--- config.mk ---
export PLATFORM = sky130hd
export DESIGN_NAME = datapath_control_unit
export DESIGN_NICKNAME = d
export VERILOG_FILES = /design/src/rtl/datapath_control_unit.sv
export SDC_FILE = /design/constraint.sdc
export NUM_CORES = 1
export LEC_CHECK = 0
export ABC_AREA = 1
export CAP_MARGIN = 10
export CORE_MARGIN = 2
export CORE_UTILIZATION = 53
export CTS_CLUSTER_DIAMETER = 200
export DETAILED_ROUTE_END_ITERATION = 12
export DONT_BUFFER_PORTS = 1
export PLACE_DENSITY_LB_ADDON = 0.3
export REMOVE_ABC_BUFFERS = 1
export SLEW_MARGIN = 20
export SYNTH_ARGS = -nofsm -noshare
export SYNTH_HDL_FRONTEND = slang
export SYNTH_SLANG_ARGS = --single-unit
--- constraint.sdc ---
create_clock -name clock -period 2.4 [get_ports clock]
set_input_delay 0.72 -clock clock [delete_from_list [all_inputs] [get_ports clock]]
set_output_delay 0.72 -clock clock [all_outputs]
set_load 0.02 [all_outputs]
--- src/rtl/datapath_control_unit.sv ---
// Hardwired Moore sequencer: fetch (T0-T2), decode and execute (T3-T7), HALT.
// Outputs decode combinationally from state and IR; memory reads stall in T1/T6 until mem_ready.
module datapath_control_unit #(
  parameter int         CNT_W   = 16,
  parameter logic [3:0] ALU_ADD = 4'b0001,
  parameter logic [3:0] ALU_SUB = 4'b0010,
  parameter logic [3:0] ALU_AND = 4'b0011,
  parameter logic [3:0] ALU_OR  = 4'b0100,
  parameter logic [3:0] ALU_MUL = 4'b0101,
  parameter logic [3:0] ALU_DIV = 4'b0110
) (
  input  logic             clock,
  input  logic             clear,
  input  logic             run,
  input  logic [31:0]      IR,
  input  logic             mem_ready,
  output logic             mem_req,
  output logic             MDR_read,
  output logic             incPC,
  output logic             e_PC,
  output logic             e_IR,
  output logic             e_Y,
  output logic             e_Z,
  output logic             e_HI,
  output logic             e_LO,
  output logic             e_MDR,
  output logic             e_MAR,
  output logic             e_GP,
  output logic [3:0]       GP_addr,
  output logic [4:0]       BusDataSelect,
  output logic [3:0]       ALU_op,
  output logic             halted,
  output logic             illegal,
  output logic [CNT_W-1:0] retired
);

  typedef enum logic [3:0] {
    IDLE, T0, T1, T2, T3, T4, T5, T6, T7, HALT
  } state_t;

  localparam logic [4:0] OP_LD   = 5'b00000;
  localparam logic [4:0] OP_LDI  = 5'b00001;
  localparam logic [4:0] OP_ADD  = 5'b00011;
  localparam logic [4:0] OP_SUB  = 5'b00100;
  localparam logic [4:0] OP_AND  = 5'b00101;
  localparam logic [4:0] OP_OR   = 5'b00110;
  localparam logic [4:0] OP_ADDI = 5'b01100;
  localparam logic [4:0] OP_ANDI = 5'b01101;
  localparam logic [4:0] OP_ORI  = 5'b01110;
  localparam logic [4:0] OP_DIV  = 5'b01111;
  localparam logic [4:0] OP_MUL  = 5'b10000;
  localparam logic [4:0] OP_HALT = 5'b11011;

  state_t     state;
  logic [4:0] opcode;
  logic [3:0] ra, rb, rc;
  logic       is_r, is_i, is_ld, is_md, is_halt, known;
  logic [3:0] alu_code;

  assign opcode = IR[31:27];
  assign ra     = IR[26:23];
  assign rb     = IR[22:19];
  assign rc     = IR[18:15];

  always_comb begin
    is_r     = 1'b0;
    is_i     = 1'b0;
    is_ld    = 1'b0;
    is_md    = 1'b0;
    is_halt  = 1'b0;
    alu_code = 4'b0000;
    case (opcode)
      OP_ADD:  begin is_r = 1'b1;  alu_code = ALU_ADD; end
      OP_SUB:  begin is_r = 1'b1;  alu_code = ALU_SUB; end
      OP_AND:  begin is_r = 1'b1;  alu_code = ALU_AND; end
      OP_OR:   begin is_r = 1'b1;  alu_code = ALU_OR;  end
      OP_ADDI: begin is_i = 1'b1;  alu_code = ALU_ADD; end
      OP_ANDI: begin is_i = 1'b1;  alu_code = ALU_AND; end
      OP_ORI:  begin is_i = 1'b1;  alu_code = ALU_OR;  end
      OP_LDI:  begin is_i = 1'b1;  alu_code = ALU_ADD; end
      OP_LD:   begin is_ld = 1'b1; alu_code = ALU_ADD; end
      OP_MUL:  begin is_md = 1'b1; alu_code = ALU_MUL; end
      OP_DIV:  begin is_md = 1'b1; alu_code = ALU_DIV; end
      OP_HALT: is_halt = 1'b1;
      default: ;
    endcase
    known = is_r | is_i | is_ld | is_md | is_halt;
  end

  // Retirement happens on the edge leaving each instruction's final state.
  always_ff @(posedge clock or negedge clear) begin
    if (!clear) begin
      state   <= IDLE;
      retired <= '0;
    end else begin
      case (state)
        IDLE: if (run) state <= T0;
        T0:   state <= T1;
        T1:   if (mem_ready) state <= T2;
        T2:   state <= T3;
        T3: begin
          if (is_halt) begin
            state   <= HALT;
            retired <= retired + 1'b1;
          end else if (!known) begin
            state <= T0;
          end else begin
            state <= T4;
          end
        end
        T4:   state <= T5;
        T5: begin
          if (is_r || is_i) begin
            state   <= T0;
            retired <= retired + 1'b1;
          end else begin
            state <= T6;
          end
        end
        T6: begin
          if (is_ld) begin
            if (mem_ready) state <= T7;
          end else begin
            state   <= T0;
            retired <= retired + 1'b1;
          end
        end
        T7: begin
          state   <= T0;
          retired <= retired + 1'b1;
        end
        HALT:    state <= HALT;
        default: state <= IDLE;
      endcase
    end
  end

  always_comb begin
    mem_req       = 1'b0;
    MDR_read      = 1'b0;
    incPC         = 1'b0;
    e_PC          = 1'b0;
    e_IR          = 1'b0;
    e_Y           = 1'b0;
    e_Z           = 1'b0;
    e_HI          = 1'b0;
    e_LO          = 1'b0;
    e_MDR         = 1'b0;
    e_MAR         = 1'b0;
    e_GP          = 1'b0;
    GP_addr       = 4'd0;
    BusDataSelect = 5'd0;
    ALU_op        = 4'd0;
    illegal       = 1'b0;
    halted        = (state == HALT);
    case (state)
      T0: begin
        BusDataSelect = 5'd20;
        e_MAR         = 1'b1;
        incPC         = 1'b1;
      end
      T1: begin
        mem_req  = 1'b1;
        MDR_read = 1'b1;
        e_MDR    = mem_ready;
      end
      T2: begin
        BusDataSelect = 5'd21;
        e_IR          = 1'b1;
      end
      T3: begin
        if (is_md) begin
          BusDataSelect = {1'b0, ra};
          e_Y           = 1'b1;
        end else if (is_r || is_i || is_ld) begin
          BusDataSelect = {1'b0, rb};
          e_Y           = 1'b1;
        end
        illegal = ~known;
      end
      T4: begin
        if (is_md)     BusDataSelect = {1'b0, rb};
        else if (is_r) BusDataSelect = {1'b0, rc};
        else           BusDataSelect = 5'd23;
        ALU_op = alu_code;
        e_Z    = 1'b1;
      end
      T5: begin
        BusDataSelect = 5'd19;
        if (is_ld)      e_MAR = 1'b1;
        else if (is_md) e_LO  = 1'b1;
        else begin
          e_GP    = 1'b1;
          GP_addr = ra;
        end
      end
      T6: begin
        if (is_ld) begin
          mem_req  = 1'b1;
          MDR_read = 1'b1;
          e_MDR    = mem_ready;
        end else begin
          BusDataSelect = 5'd18;
          e_HI          = 1'b1;
        end
      end
      T7: begin
        BusDataSelect = 5'd21;
        e_GP          = 1'b1;
        GP_addr       = ra;
      end
      default: ;
    endcase
  end

endmodule

==> key figures <==
Run status
  • Status: finished clean

Clock tree
  • Clock-pin slew on the worst setup and hold paths: roughly 0.070 ns
  • Clk buf depth: 2
  • CTS tree: built
  • TritonCTS Sinks: 20
  • H-tree levels: 1
  • CTS Root Cell: clkbuf_8
  • Clock Latency Late Sink: 0.25 ns
  • Cts bufs inserted: 3

Pwr
  • Pleak: about 1.3 nW
  • Tot Pwr: approximately 1.9 mW
  • PD cells: slightly below 800 nW/µm²
  • Peak supply drop: 0.487 mV

Die
  • Initial Util: 0.542
  • Core box area: 3610 µm²
  • Die area: around 4200 µm²
  • Die W: 64.7 µm
  • Die height: 64.7 µm
  • Row count: 22
  • Number of top-level pins: ~80

Routing
  • Post-Route WL: 4.81 mm
  • Vias/cell: 5.20
  • Residual DRC count: 0
  • Routed vias: a little over 2000
  • Final ANT Viol Nets: 0
  • Pre-antenna DRT Iters: 4
  • Final routed wire length divided by cell count: between 10 and 15 µm
  • Initial DRC count: 112

Finish
  • Non-Filler Instances: a little under 400
  • FILL cells: ~340
  • Design area: ~2400 µm²
  • Share of cells above drive strength 1: 0.286
  • Area Growth Syn to Fin: 24.0%
  • Most common cell after layout, fill and taps aside: nand2_1
  • Antenna diodes: 0
  • # nets final: around 380
  • Most frequent cells in the layout: nand2_1 (86), inv_1 (33), nand3_1 (33), buf_4 (32), nor2_1 (25)

Run
  • Max capacitance violation total: 0

Synth
  • Synth area leader: dfrtp_1
  • Synth Instances: between 300 and 400
  • Synth top area share: 0.256
  • YS warnings: 0
  • Post-synthesis sequential area ratio: 0.256
  • Synthesis-stage register bit count: 20
  • Avg Inst Size Synth: ~6.4 µm²
  • Top cells by area, synth: dfrtp_1 (26%), nand2_1 (19%), nand3_1 (9.5%), inv_1 (6.5%), nor2_1 (6.0%)
  • Post-Syn Area: 1960 µm²
  • Yosys cell types: 35

Global route
  • First-pass GRT wire length: approximately 8.0 mm
  • Global Route Usage Sum: 0.236
  • Initial antenna violation count: 0
  • Largest net degree at the start of global routing: 21
  • Vias in the first global route: ~1900
  • Total gr overflow: 0

Worst setup path
  • Cells along the critical path: nand2_2 > nor2_4 > buf_4 > nand2_2 > nand2_1 > nor2_4 > nand2_4 > nor2_1 > buf_4
  • Flop-to-flop setup slack: approximately 0.65 ns
  • Crit-path slowest cell: buf_4
  • Crit path launch type: primary input
  • Top Family by Delay on Critical Path: simple AND/OR/NAND/NOR gates
  • Worst-case reg-to-reg path depth: 8
  • WP data arrival: roughly 1.6 ns
  • Biggest cell delay along the critical path: roughly 0.15 ns
  • RR Endpoint: retired[14]
  • Critical path class: in -> out
  • Worst Path Buf+Inv: 2
  • Critical-path maximum fanout: 8
  • Crit end category: output pin
  • Reg-to-reg startpoint: retired[0]
  • Worst path required time: around 1.7 ns

Placed design
  • Pre-CTS setup slack: -0.0729 ns
  • Gpl congestion: roughly 0.85
  • Dpl cells: 383
  • DP Wirelength: ~3.6 mm
  • Post-place instance area: between 2000 and 2500 µm²
  • I/O Buffers: 0

Timing
  • Final WS setup: 0.0630 ns
  • Fin. max-slew vios: 0
  • Final period util: 0.974
  • Fin crit period: 2.34 ns
  • Final hold viol count: 0
  • Fmax: 428 MHz
  • Clock Skews: 0.000803 ns
  • Setup Viol. Count Final: 0

Min path
  • Worst hold path class: in -> async
cell families after synthesis:
group,count (synthesis),synth area share
other,1,0.00192
AOI/OAI and AO/OA,25,0.0742
buffers and inverters,48,0.117
DFF,20,0.256
and+or+nand+nor,200,0.491
xor gates and xnor gates,12,0.0537
adders and majority gates,1,0.00640
timing repair:
item                                   4_1_cts  5_1_grt
setup buffers                                0        1
pin swaps                                    0       10
hold buffers                                 0        0
gates resized for setup                      7       37
endpoints found under the hold margin        0        0
setup endpoints to repair                   12       18
metal layers:
metal	vias to the layer above	track usage	share of wire
met1	921	0.306	0.44
li1	1036	-	-
met4	0	0.0638	0.0083
met2	51	0.394	0.49
met3	4	0.0538	0.061
met5	-	0	0
per-stage QoR:
step	hold slack, ns	TNS [ns]	utilization
2_1_floorplan	0.424	-0.681	-
3_3_place_gp	0.425	-0.0769	0.615
3_5_place_dp	0.425	-0.258	0.615
4_1_cts	0.148	-0.0114	0.632
5_1_grt	0.137	-0.0427	0.672
6_report	0.155	0	0.672
cell type report:
type,instances,area (µm²),area share
Tap cell,48,60.1,0.0248
Multi-Input combinational cell,240,1370,0.563
Inverter,40,150,0.0619
Timing Repair Buffer,36,303,0.125
Sequential cell,20,505,0.208
Clock buffer,3,41.3,0.0170
cell usage after synthesis:
master and instances:
nor3_1 4, clkbuf_8 1, nor2_2 3, o21ai_0 9
xor2_1 7, a31oi_2 1, nor2_1 31, nand3b_1 6
nand3_4 1, buf_4 3, ha_1 1, nand3_2 3
a21boi_0 1, nor2_8 1, a21oi_1 10, nor2_4 2
nor3_4 1, conb_1 1, dfrtp_1 20, o21ai_2 1
buf_2 1, buf_8 1, nand2_4 3, buf_6 2
a31oi_1 1, inv_2 6, nand3_1 37, nor4_1 1
xnor2_1 5, nand2_2 4, nand2_1 98, inv_1 34
nand4_1 4, o21a_1 2, nor3_2 1
power breakdown:
part / internal (mW) / total [mW] / switching [mW]
Sequential: 0.400 / 0.531 / 0.131
Clock: 0.112 / 0.212 / 0.101
Combinational: 0.428 / 1.16 / 0.731
Total: 0.940 / 1.90 / 0.963
how the worst max path moves through the flow:
stage                      end  cells past startpoint  slack [ns]    from
floorplan           GP_addr[2]                      7       -0.24  IR[29]
global placement    GP_addr[2]                      8       -0.04  IR[28]
detailed placement  GP_addr[2]                      8       -0.07  IR[28]
CTS                 GP_addr[2]                      8       -0.01  IR[28]
global route             e_MDR                      8       -0.02  IR[30]
finish                 illegal                      9        0.06  IR[28]
flip-flops by register name (all words and copies together), names as in the netlist:
name,count
retired,16
state,4
Note: power is estimated with default switching activity, not from simulation.
